`src/rtl/guitar_fx_pkg.sv`:
```
// Shared types and constants for the guitar effect sample path.
package guitar_fx_pkg;

    localparam int unsigned DEFAULT_DATA_W = 32;

    // Written to the output FIFO when a tick finds the input FIFO empty.
    localparam logic [DEFAULT_DATA_W-1:0] SILENCE = '0;

    typedef enum logic [2:0] {
        StIdle,
        StPop,
        StLoad,
        StRun,
        StPush
    } fx_state_e;

endpackage

```
`src/rtl/sat_counter.sv`:
```
// Statistics counter that sticks at all-ones; clear beats a same-cycle increment.
module sat_counter #(
    parameter int unsigned CNT_W = 16
) (
    input  logic             clk,
    input  logic             reset,
    input  logic             inc,
    input  logic             clr,
    output logic [CNT_W-1:0] count
);

    always_ff @(posedge clk or negedge reset) begin
        if (!reset) begin
            count <= '0;
        end else if (clr) begin
            count <= '0;
        end else if (inc && (count != '1)) begin
            count <= count + 1'b1;
        end
    end

endmodule

```
`src/rtl/effect_sample_scheduler.sv`:
```
// Per-tick sequencer: input FIFO -> effect datapath (or bypass) -> output FIFO,
// with an effect watchdog and saturating event counters.
module effect_sample_scheduler
    import guitar_fx_pkg::*;
#(
    parameter int unsigned DATA_W  = DEFAULT_DATA_W,
    parameter int unsigned TIMEOUT = 64,
    parameter int unsigned CNT_W   = 16
) (
    input  logic              clk,
    input  logic              reset,
    input  logic              enable,
    input  logic              bypass,
    input  logic              sample_tick,
    input  logic              clr_stats,
    input  logic              in_rdempty,
    output logic              in_rdreq,
    input  logic [DATA_W-1:0] in_q,
    output logic              fx_start,
    output logic [DATA_W-1:0] fx_in,
    input  logic              fx_done,
    input  logic [DATA_W-1:0] fx_out,
    input  logic              out_wrfull,
    output logic              out_wrreq,
    output logic [DATA_W-1:0] out_data,
    output logic              busy,
    output logic              tick_miss,
    output logic [CNT_W-1:0]  underrun_cnt,
    output logic [CNT_W-1:0]  overrun_cnt,
    output logic [CNT_W-1:0]  timeout_cnt
);

    localparam int unsigned WD_W = (TIMEOUT > 2) ? $clog2(TIMEOUT) : 1;
    localparam logic [WD_W-1:0] WD_LAST = WD_W'(TIMEOUT - 1);
    localparam logic [DATA_W-1:0] SILENCE_W = DATA_W'(SILENCE);

    fx_state_e         state;
    logic [DATA_W-1:0] sample;
    logic [WD_W-1:0]   wd;

    logic tick_go;
    logic underrun_inc;
    logic overrun_inc;
    logic timeout_inc;

    assign tick_go      = (state == StIdle) && sample_tick && enable;
    assign underrun_inc = tick_go && in_rdempty;
    assign overrun_inc  = (state == StPush) && out_wrfull;
    assign timeout_inc  = (state == StRun) && !fx_done && (wd == WD_LAST);

    // Write strobe follows the FIFO full flag in the PUSH cycle itself.
    assign out_wrreq = (state == StPush) && !out_wrfull;
    assign busy      = (state != StIdle);

    always_ff @(posedge clk or negedge reset) begin
        if (!reset) begin
            state    <= StIdle;
            in_rdreq <= 1'b0;
            fx_start <= 1'b0;
            fx_in    <= '0;
            out_data <= '0;
            sample   <= '0;
            wd       <= '0;
        end else begin
            in_rdreq <= 1'b0;
            fx_start <= 1'b0;
            unique case (state)
                StIdle: begin
                    if (tick_go) begin
                        if (in_rdempty) begin
                            sample   <= SILENCE_W;
                            out_data <= SILENCE_W;
                            state    <= StPush;
                        end else begin
                            in_rdreq <= 1'b1;
                            state    <= StPop;
                        end
                    end
                end
                StPop: begin
                    state <= StLoad;
                end
                StLoad: begin
                    sample <= in_q;
                    if (bypass) begin
                        out_data <= in_q;
                        state    <= StPush;
                    end else begin
                        fx_in    <= in_q;
                        fx_start <= 1'b1;
                        wd       <= '0;
                        state    <= StRun;
                    end
                end
                StRun: begin
                    // A completion on the expiry cycle still counts as a result.
                    if (fx_done) begin
                        out_data <= fx_out;
                        state    <= StPush;
                    end else if (wd == WD_LAST) begin
                        out_data <= sample;
                        state    <= StPush;
                    end else begin
                        wd <= wd + 1'b1;
                    end
                end
                StPush: begin
                    state <= StIdle;
                end
                default: begin
                    state <= StIdle;
                end
            endcase
        end
    end

    always_ff @(posedge clk or negedge reset) begin
        if (!reset) begin
            tick_miss <= 1'b0;
        end else if (clr_stats) begin
            tick_miss <= 1'b0;
        end else if (sample_tick && (state != StIdle)) begin
            tick_miss <= 1'b1;
        end
    end

    sat_counter #(
        .CNT_W (CNT_W)
    ) u_underrun_cnt (
        .clk   (clk),
        .reset (reset),
        .inc   (underrun_inc),
        .clr   (clr_stats),
        .count (underrun_cnt)
    );

    sat_counter #(
        .CNT_W (CNT_W)
    ) u_overrun_cnt (
        .clk   (clk),
        .reset (reset),
        .inc   (overrun_inc),
        .clr   (clr_stats),
        .count (overrun_cnt)
    );

    sat_counter #(
        .CNT_W (CNT_W)
    ) u_timeout_cnt (
        .clk   (clk),
        .reset (reset),
        .inc   (timeout_inc),
        .clr   (clr_stats),
        .count (timeout_cnt)
    );

endmodule

```
`config.mk`:
```
export PLATFORM = sky130hd
export DESIGN_NAME = effect_sample_scheduler
export DESIGN_NICKNAME = d
export VERILOG_FILES = /design/src/rtl/guitar_fx_pkg.sv /design/src/rtl/sat_counter.sv /design/src/rtl/effect_sample_scheduler.sv
export SDC_FILE = /design/constraint.sdc
export NUM_CORES = 1
export LEC_CHECK = 0
export CAP_MARGIN = 5
export CORE_ASPECT_RATIO = 1.25
export CORE_MARGIN = 2
export CORE_UTILIZATION = 50
export CTS_CLUSTER_SIZE = 30
export DETAILED_ROUTE_END_ITERATION = 16
export PLACE_DENSITY = 0.82
export SYNTH_ARGS = -nofsm -noshare
export SYNTH_HDL_FRONTEND = slang
export SYNTH_SLANG_ARGS = --single-unit
```
`constraint.sdc`:
```
create_clock -name clk -period 3.4 [get_ports clk]
set_input_delay 0.68 -clock clk [delete_from_list [all_inputs] [get_ports clk]]
set_output_delay 0.68 -clock clk [all_outputs]
set_load 0.03 [all_outputs]
```
==> reports/metrics.cfg <==
[clock_tree]
clockRootBuffer = clkbuf_16
postCtsSetupBuffers = 0
cts_num_sinks = 156
htreeDepth = 4
cts_made_buffers = 17
hold_buffers = 0
cts_tree = yes
cts_resized = 0
cts.reportedPaths.clkPinSlew_ns = 0.06
clockBufferDepth = 2
clock_latency_ns = 0.42

[synthesis]
ys_seq_area_frac = 0.5319
yosys_warnings = 0
syn_inst = 656
yosysTopAreaCellShare = 0.5319
synth_flop_cell = dfrtp_1
synthDistinctLibCells = 47
ys_seq_elements = 156
synth-async-reset-ratio = 1.000
synth_edf_count = 0
synth_most_common_cell = dfrtp_1
synth_nets = 733
avgSynthCellArea_sq_um = 11.19
synth_commonest_cells = dfrtp_1 (156), mux2_2 (47), inv_1 (42), mux2i_1 (37), a21oi_1 (35)
synth_area_leader_cell = dfrtp_1
netlist_area_sq_um = 7340
ys_top_cells_by_area = dfrtp_1 (53%), mux2_2 (7.2%), mux2i_1 (5.0%)

[drt]
num_vias = 6334
wire_per_inst_um = 19.65
vias_per_cell = 6.167
ant_nets = 0
drc = 0
drtPass1Iterations = 6
wl_um = 20180
first_iter_violations = 667

[setup_path]
crit_path_end_kind = output pin
required_ns = 2.72
cp_num_buf_inv = 2
cp_cell_sequence = nor3_2, clkinv_1, clkdlybuf4s50_1
cp_data_arrival_time_ns = 2.30
crit_type = reg -> out
crit_family = buffers and inverters
startpoint_type = flip-flop
cp_max_fo = 11
slowest_stage = clkdlybuf4s50_1
regToRegSetupSlack_ns = 0.82
critical_path.max_stage_delay_ns = 0.67

[global_route]
grt_pass1_wl_um = 33030
grt_pass1_vias = 6525
gr-usage-all-layers = 0.2607
grt_overflow = 0
antenna_found_initial = 0
grt_max_degree = 74

[run]
maxCapViolCount = 0

[timing]
max_freq_ghz = 0.3359
rsz0062_at_grt = no
finClkSkew_ns = 0.008274
slew_headroom = 0.4448
hold_viol = 0
setup_slack_ns = 0.4225
hold_ws_ns = 0.2681
finalSetupViolations = 0
slew_violations = 0
tns_ns = 0
tightest_slew_ns = 0.8252
period_minus_slack_ns = 2.977
period_share = 0.8757

[floorplanning]
io_pins = 190
rows = 49
start_util = 0.5116
die_x_um = 112.4
die-area_sq_um = 15670
coreArea_sq_um = 14350
dieHeight_um = 139.5

[pwr]
power_density_nw_per_um2 = 788.8
ir_drop_mv = 0.5860
p_leak_uw = 0.003999

[finish]
drive_above_1_share = 0.1249
antenna_cells = 0
post-route-util = 0.6934
fin_nets = 914
syn2layout_area_growth_pct = 35.53

[placement]
place_ws_ns = 0.2984
io_buffers = 189
gp_congestion = 0.9185
hpwl_um = 13840

[min_path]
hold_path_class = in -> async

[run_status]
status = finished, final reports clean

-- worst paths after layout --
path                                  from                      end  depth (start not counted)
worst max register to register    state[1]  u_timeout_cnt.count[10]                          4
worst min-delay path                 reset   u_overrun_cnt.count[3]                          1
worst min register to register  sample[10]               sample[10]                          1
worst max-delay path              state[0]                     busy                          3
max in group asynchronous            reset                sample[8]                          2
min in group clk                sample[10]               sample[10]                          1
-- routing by layer --
metal | vias to the layer above | global-route usage | share of wire
li1 | 2863 | - | -
met1 | 3169 | 0.3192 | 0.40
met2 | 277 | 0.4369 | 0.51
met3 | 25 | 0.08537 | 0.077
met4 | 0 | 0.08537 | 0.017
met5 | - | 0 | 0
-- power by group --
part	leakage, uW	switching [uW]	total, uW	internal (uW)
logic	0.00168	1820	3260	1440
clock network	0.000255	774	1720	950
registers	0.00206	416	2860	2450
total	0.00400	3010	7850	4840
-- through the flow --
| step | power [uW] | instance area, sq um | instances |
|---|---|---|---|
| 3_5_place_dp | 6120 | 9414 | 996 |
| 6_report | 7846 | 9947 | 1027 |
| 4_1_cts | 7880 | 9947 | 1027 |
| 3_3_place_gp | 6000 | 9414 | 996 |
| 2_1_floorplan | 4777 | 7340 | 656 |
| 5_1_grt | 8205 | 9947 | 1027 |
-- cell usage in the layout (no fill, tap or decap), types with 4 or more instances in the layout --
| master | count |
|---|---|
| and4_1 | 4 |
| mux2_2 | 47 |
| nand2_1 | 21 |
| or4_1 | 18 |
| o31ai_1 | 19 |
| dfrtp_1 | 156 |
| or3_1 | 11 |
| nor2b_1 | 16 |
| buf_4 | 16 |
| clkdlybuf4s50_1 | 187 |
| clkbuf_16 | 17 |
| nor2_1 | 23 |
| ha_1 | 4 |
| a22o_1 | 32 |
| a21oi_1 | 35 |
| nor4_1 | 14 |
| inv_1 | 42 |
| o21ai_0 | 13 |
| mux2i_1 | 37 |
| clkinvlp_4 | 4 |
| nand2b_1 | 5 |
| nand4_1 | 16 |
| nand3_1 | 20 |
| a222oi_1 | 32 |
| and3_1 | 7 |
| nor3_1 | 7 |
| clkinv_2 | 4 |
-- layout make-up --
type / instances / area (sq um)
clock inverter: 13 / 93.84
inverter: 43 / 161.4
timing repair buffer: 205 / 2008
clock buffer: 18 / 439.2
tap: 178 / 222.7
sequential: 156 / 3904
multi-input combinational: 414 / 3118
fill: 1039 / 4399
-- sequential cells by signal, indices dropped and copies added, names as in the netlist, 3 cells and up --
| signal | count |
|---|---|
| fx_in | 32 |
| u_timeout_cnt.count | 16 |
| out_data | 32 |
| sample | 32 |
| u_underrun_cnt.count | 16 |
| state | 3 |
| u_overrun_cnt.count | 16 |
| wd | 6 |
-- kinds of logic (layout without fill, tap and decap cells) --
kind of cell               Yosys count  in the layout  share of synthesized area
and+or+nand+nor                    183            183                     0.1456
DFF                                156            156                     0.5319
adders and majority gates            4              4                   0.006819
muxes                               84             84                     0.1226
AOI/OAI and AO/OA                  143            143                     0.1469
buffers and inverters               86            279                    0.04620
Power figures use the tool's default switching activity.
